### src/rtl/axis_rr_arbiter.sv
// Packet-level round-robin arbiter: N AXI-stream requesters share one
// downstream path. A grant is held from the first beat until the granted
// requester's last beat transfers, then one idle cycle re-arbitrates.
module axis_rr_arbiter #(
  parameter  int N  = 4,
  parameter  int DW = 8,
  localparam int IW = (N > 1) ? $clog2(N) : 1
) (
  input  logic            i_clk,
  input  logic            i_reset,
  input  logic [N-1:0]    i_valid,
  input  logic [N*DW-1:0] i_data,
  input  logic [N-1:0]    i_last,
  output logic [N-1:0]    o_ready,
  output logic            o_valid,
  output logic [DW-1:0]   o_data,
  output logic            o_last,
  input  logic            i_ready,
  output logic [N-1:0]    o_grant,
  output logic [IW-1:0]   o_grant_idx,
  output logic            o_busy
);

  typedef enum logic {IDLE, BUSY} state_t;

  state_t               state_q, state_d;
  logic [N-1:0]         grant_q, grant_d;
  logic [IW-1:0]        idx_q, idx_d;
  logic [IW-1:0]        ptr_q, ptr_d;
  logic [IW-1:0]        sel_idx;
  logic                 sel_found;
  logic [2*N-1:0]       vld_dbl;
  logic [N-1:0]         vld_rot;
  logic [N-1:0][DW-1:0] data_arr;

  assign data_arr = i_data;

  // Rotate requests so bit 0 is the requester at the priority pointer.
  assign vld_dbl = {i_valid, i_valid} >> ptr_q;
  assign vld_rot = vld_dbl[N-1:0];

  // First set bit at or above the pointer, wrapping modulo N.
  always_comb begin
    logic [IW:0] sum;
    sel_found = 1'b0;
    sel_idx   = '0;
    sum       = '0;
    for (int i = N-1; i >= 0; i--) begin
      if (vld_rot[i]) begin
        sel_found = 1'b1;
        sum       = {1'b0, ptr_q} + (IW+1)'(i);
        if (sum >= (IW+1)'(N)) sum = sum - (IW+1)'(N);
        sel_idx   = sum[IW-1:0];
      end
    end
  end

  // State, grant and priority pointer registers.
  always_ff @(posedge i_clk) begin
    if (i_reset) begin
      state_q <= IDLE;
      grant_q <= '0;
      idx_q   <= '0;
      ptr_q   <= '0;
    end else begin
      state_q <= state_d;
      grant_q <= grant_d;
      idx_q   <= idx_d;
      ptr_q   <= ptr_d;
    end
  end

  // Next-state logic and combinational forwarding from the granted input.
  always_comb begin
    state_d = state_q;
    grant_d = grant_q;
    idx_d   = idx_q;
    ptr_d   = ptr_q;
    o_valid = 1'b0;
    o_data  = '0;
    o_last  = 1'b0;
    case (state_q)
      IDLE: begin
        if (sel_found) begin
          state_d = BUSY;
          idx_d   = sel_idx;
          grant_d = {{(N-1){1'b0}}, 1'b1} << sel_idx;
        end
      end
      BUSY: begin
        o_valid = i_valid[idx_q];
        o_data  = data_arr[idx_q];
        o_last  = i_last[idx_q];
        // Only the last beat of the held packet releases the grant.
        if (i_valid[idx_q] && i_ready && i_last[idx_q]) begin
          state_d = IDLE;
          grant_d = '0;
          ptr_d   = (idx_q == IW'(N-1)) ? '0 : idx_q + IW'(1);
        end
      end
      default: state_d = IDLE;
    endcase
  end

  // Ready is steered purely from the registered grant, so no path from
  // any i_valid reaches o_ready.
  for (genvar k = 0; k < N; k++) begin : g_rdy
    assign o_ready[k] = grant_q[k] & i_ready;
  end

  assign o_grant     = grant_q;
  assign o_grant_idx = idx_q;
  assign o_busy      = (state_q == BUSY);

endmodule

### config.mk
export PLATFORM = sky130hd
export DESIGN_NAME = axis_rr_arbiter
export DESIGN_NICKNAME = d
export VERILOG_FILES = /design/src/rtl/axis_rr_arbiter.sv
export SDC_FILE = /design/constraint.sdc
export NUM_CORES = 1
export LEC_CHECK = 0
export BUFFER_PORTS_ARGS = -buffer_cell sky130_fd_sc_hd__buf_2
export CAP_MARGIN = 30
export CORE_UTILIZATION = 35
export DETAILED_ROUTE_END_ITERATION = 10
export PLACE_DENSITY = 0.7
export SLEW_MARGIN = 20
export SYNTH_ARGS = -nofsm -noshare
export SYNTH_HDL_FRONTEND = slang
export SYNTH_SLANG_ARGS = --single-unit
export TNS_END_PERCENT = 50
### constraint.sdc
create_clock -name i_clk -period 1.7 [get_ports i_clk]
set_input_delay 0.085 -clock i_clk [delete_from_list [all_inputs] [get_ports i_clk]]
set_output_delay 0.085 -clock i_clk [all_outputs]
set_load 0.01 [all_outputs]
# == Yosys cells after proc, flatten, opt, wreduce, memory -nomap -nowiden ==
# Cells that the tools add are included.
# totals
reg_bits,9
input_bits,43
out_inout_bits,21
word_cells,60
# classes
n_addsub,8
magnitude_cmp,5
eq_ne,3
shifts,2
mux,28
bitwise_logic,5
n_reduce_logical,5
# ops
cell,count
2-to-1 mux 2 bit,9
binary-select mux 8 bit (select 2 bit),1
2-to-1 mux 8 bit,2
2-to-1 mux 1 bit,10
>= comparator 3 bit (second input constant),3
2-to-1 mux 4 bit,2
one-hot mux 4 bit (2 select lines),1
right shift 8 x 2 -> 4 bit,1
subtractor 2 x 1 -> 2 bit (second input constant),4
adder 2 x 2 -> 3 bit (second input constant),2
AND reduction 2 bit,3
AND 1 bit,4
binary-select mux 1 bit (select 2 bit),2
<< shifter 1 x 2 -> 4 bit (first input constant),1
adder 2 x 1 -> 3 bit (second input constant),1
>= comparator 2 x 3 -> 1 bit (second input constant),1
< comparator 2 x 3 -> 1 bit (second input constant),1
adder 2 x 1 -> 2 bit (second input constant),1
equality test 2 bit (second input constant),1
logical AND 1 bit,2
inequality test 2 x 1 -> 1 bit (second input constant),1
inequality test 2 bit (second input constant),1
one-hot mux 1 bit (2 select lines),1
inverter 1 bit,1

# == Longest topological paths before layout ==
# depth
ltp_word,10
ltp_mapped,5

# == Worst setup path after synthesis ==
# No wires, ideal clock.
# synth_timing
path_type,reg-to-output
start,"reg idx_q[0], in the netlist o_grant_idx[0]"
end,out o_data[0]
arrival_ps,1424
required_ps,1615
slack_ps,191
path_stages_with_launch,5
cell_sequence,dfxtp_1 > buf_2 > buf_6 > mux4_1 > and2_1
# synth_via
elab_chain_cells,3
# synth_rtl
element,line_no,source
from (decl),28,"logic [IW-1:0] idx_q, idx_d;"
from (signal assigned),68,idx_q <= idx_d;
binary-select mux 8 bit (select 2 bit),92,o_data = data_arr[idx_q];
2-to-1 mux 8 bit (not written as such),92,
2-to-1 mux 8 bit,82,case (state_q)
to (decl),16,"output logic [DW-1:0] o_data,"
# No other way between the ends. The select of a mux whose other input is x is not followed.

# == Final worst setup path ==
# Ends and elaborated chain as after synthesis.

==> results.py <==
metrics = {
    "hold_path": {
        "worst_hold_path.num_cells": 2,
        "min_to": "o_grant_idx[1]",
        "min-delay-start": "i_reset",
        "hold_path_class": "input port to flop",
    },
    "global_route": {
        "track_usage_pct": 20.1,
        "grt_overflow": 0,
        "grt_pass1_wl_mm": 4.04,
        "grt_max_degree": 11,
        "antenna_found_initial": 0,
        "grt_pass1_vias": 865,
    },
    "power_and_ir_drop": {
        "ir_worst_vdd_v": 0.000395,
        "power_density_nw_per_um2": 537,
        "pwr-share-comb_pct": 39.8,
        "seqPwrFrac_pct": 34.9,
        "total_power_mw": 0.677,
        "p_int_mw": 0.459,
        "swShare_pct": 32.3,
        "p_clk_share_pct": 25.3,
        "switching_power_mw": 0.219,
        "p_leak_nw": 0.605,
    },
    "critical_path": {
        "startpoint_type": "flop",
        "worstSetupPathType": "flop to output port",
        "worstSetupEndpointType": "output port",
        "rr_endpoint": "o_grant[0]",
        "cp_max_fo": 8,
        "reg2reg_depth": 4,
        "arrival_ns": 1.60,
        "required_ns": 1.62,
        "rr_startpoint": "ptr_q[1]",
        "reg2reg_setup_slack_ns": 0.20,
    },
    "die": {
        "io_pins": 64,
        "core-area_um2": 2320,
        "die_h_um": 52.5,
        "num_rows": 17,
        "die_area_um2": 2760,
        "initial_core_util_pct": 38.5,
        "die_w_um": 52.5,
    },
    "clock_network": {
        "cts_buffers": 3,
        "cts_tree": "yes",
        "hold_buffers": 0,
        "cts_sinks": 9,
        "clk_pin_slew_ns": 0.06,
        "cts_buffer_depth": 2,
        "htreeDepth": 1,
        "clockRootBuffer": "clkbuf_4",
        "postCtsSetupRepairBufs": 0,
        "clkLatencyLatePin_ns": 0.26,
    },
    "timing": {
        "hold_slack_ns": 0.121,
        "tightest_slew_ns": 0.431,
        "fmax_mhz": 593,
        "setup-tns-final_ns": 0,
        "final_max_slew_viol_count": 0,
        "min_period_ns": 1.69,
        "clock_skew_ns": 0.00102,
        "finalSetupViolCount": 0,
        "rsz0062_at_grt": "yes",
        "max_slew_margin_pct": 71.0,
        "finalHoldViolCount": 0,
        "min_period_over_period_pct": 99.2,
    },
    "final_layout": {
        "multi_input_area_um2": 664,
        "fillCellCount": 228,
        "final_cell_mix": "buf_2, and2_1, mux4_1, dfxtp_1, nand2_1",
        "final_common_cell": "buf_2",
        "fin_area_um2": 1260,
        "nets": 195,
        "syn_to_final_growth_pct": 41.2,
        "seqCellArea_um2": 183,
        "antenna_cells": 0,
        "drive_gt1_share_pct": 54.7,
    },
    "synth": {
        "synthDistinctLibCells": 36,
        "synthAdderAreaFrac_pct": 1.40,
        "synthArstFlopShare_pct": 0,
        "ys_warn_count": 0,
        "ys_ff_latch": 9,
        "synth_xor_area_share_pct": 0,
        "yosysSeqAreaShare_pct": 20.2,
        "synth_ff_type": "dfxtp_1",
        "synth-simple-area-share_pct": 22.5,
        "synth_edf_count": 0,
        "synth_nets": 129,
        "synth.avg_cell_area_um2": 10.5,
        "synth_compound_area_share_pct": 20.4,
        "synth_mux_area_share_pct": 30.1,
        "synth_top_family_by_area": "multiplexers",
        "synthCells": 85,
        "synth_area_um2": 893,
    },
    "detailed_routing": {
        "ant_nets": 0,
        "drtIter0Drc": 28,
        "firstDrtPassIters": 4,
        "routed_wl_mm": 2.69,
        "viasPerCell": 5.43,
        "via_count": 966,
        "drc": 0,
        "wl_per_cell_um": 15.1,
    },
    "run_status": {
        "status": "completed",
    },
    "place": {
        "dp_hpwl_mm": 2.19,
        "port_buffers": 63,
        "placed_area_um2": 1230,
        "gp_congestion": 0.819,
    },
    "job": {
        "maxCapViolations": 0,
    },
}
-- metal layers --
metal / part of all wire [%] / vias up / track usage, %
li1: - / 462 / -
met5: 0 / - / 0
met3: 12 / 4 / 5.22
met2: 48 / 63 / 36.7
met4: 1.0 / 0 / 5.70
met1: 40 / 437 / 22.6
-- final cells by class --
class / count / area share, %
clock buffer: 4 / 2.08
inverter: 1 / 0.298
multi-input combinational: 69 / 52.7
sequential: 9 / 14.5
tap: 28 / 2.78
timing repair buffer: 67 / 27.7
-- stage by stage --
stage	cells	util, %	worst slack [ns]
global route	178	54.4	-0.0458
floorplan	85	-	0.191
finish	178	54.4	0.0137
detailed placement	174	53.0	0.138
global placement	174	53.0	0.182
CTS	178	54.3	0.0212
-- worst max-delay path, cell delays in order, from the launching register on --
cell	delay, ns
dfxtp_2	0.33
buf_6	0.14
mux4_1	0.56
and2_1	0.17
buf_2	0.13
-- repair_timing --
action | CTS | global route
setup endpoints to repair | 8 | 8
resized for setup | 4 | 1
pin swaps | 0 | 0
-- power groups by stage --
| stage | Sequential (mW) | Combinational (mW) | Clock (mW) |
|---|---|---|---|
| final | 0.237 | 0.269 | 0.171 |
| after global routing | 0.239 | 0.294 | 0.189 |
| after CTS | 0.237 | 0.269 | 0.178 |
| after detailed placement | 0.241 | 0.266 | 0 |
| after global placement | 0.240 | 0.255 | 0 |
| after floorplan | 0.241 | 0.156 | 0 |
-- worst max-delay path by stage --
| stage | from | endpoint | slack, ns | cells past startpoint |
|---|---|---|---|---|
| after CTS | o_grant_idx[0] | o_data[2] | 0.02 | 4 |
| after global routing | o_grant_idx[0] | o_data[0] | -0.05 | 4 |
| after global placement | o_grant_idx[1] | ptr_q[1] | 0.18 | 4 |
| after floorplan | o_grant_idx[0] | o_data[0] | 0.19 | 4 |
| after detailed placement | o_grant_idx[1] | o_grant[0] | 0.14 | 4 |
| final | o_grant_idx[0] | o_data[0] | 0.01 | 4 |
-- registers in the layout, indices dropped and copies added (netlist names) --
register and count:
o_grant_idx 2, o_busy 1, ptr_q 2, o_grant 4
-- cell usage after synthesis, types with 2 or more instances --
cell type / n / area share, %
buf_6: 2 / 2.5
nand2_1: 5 / 2.1
nand2b_1: 3 / 2.1
mux4_1: 8 / 24
buf_2: 2 / 1.1
nor2_1: 4 / 1.7
mux2i_1: 3 / 3.4
a21oi_1: 4 / 2.2
nor2b_1: 3 / 2.1
a32o_1: 4 / 4.5
nor3_1: 3 / 1.7
and2_1: 12 / 8.4
dfxtp_1: 9 / 20
-- kinds of logic (layout without fill, tap and decap cells) --
family,Yosys count,after routing
AOI/OAI and AO/OA,19,19
adders and majority gates,1,1
buffers and inverters,7,72
DFF,9,9
muxes,13,13
and+or+nand+nor,36,36
(Power assumes the default switching activity.)
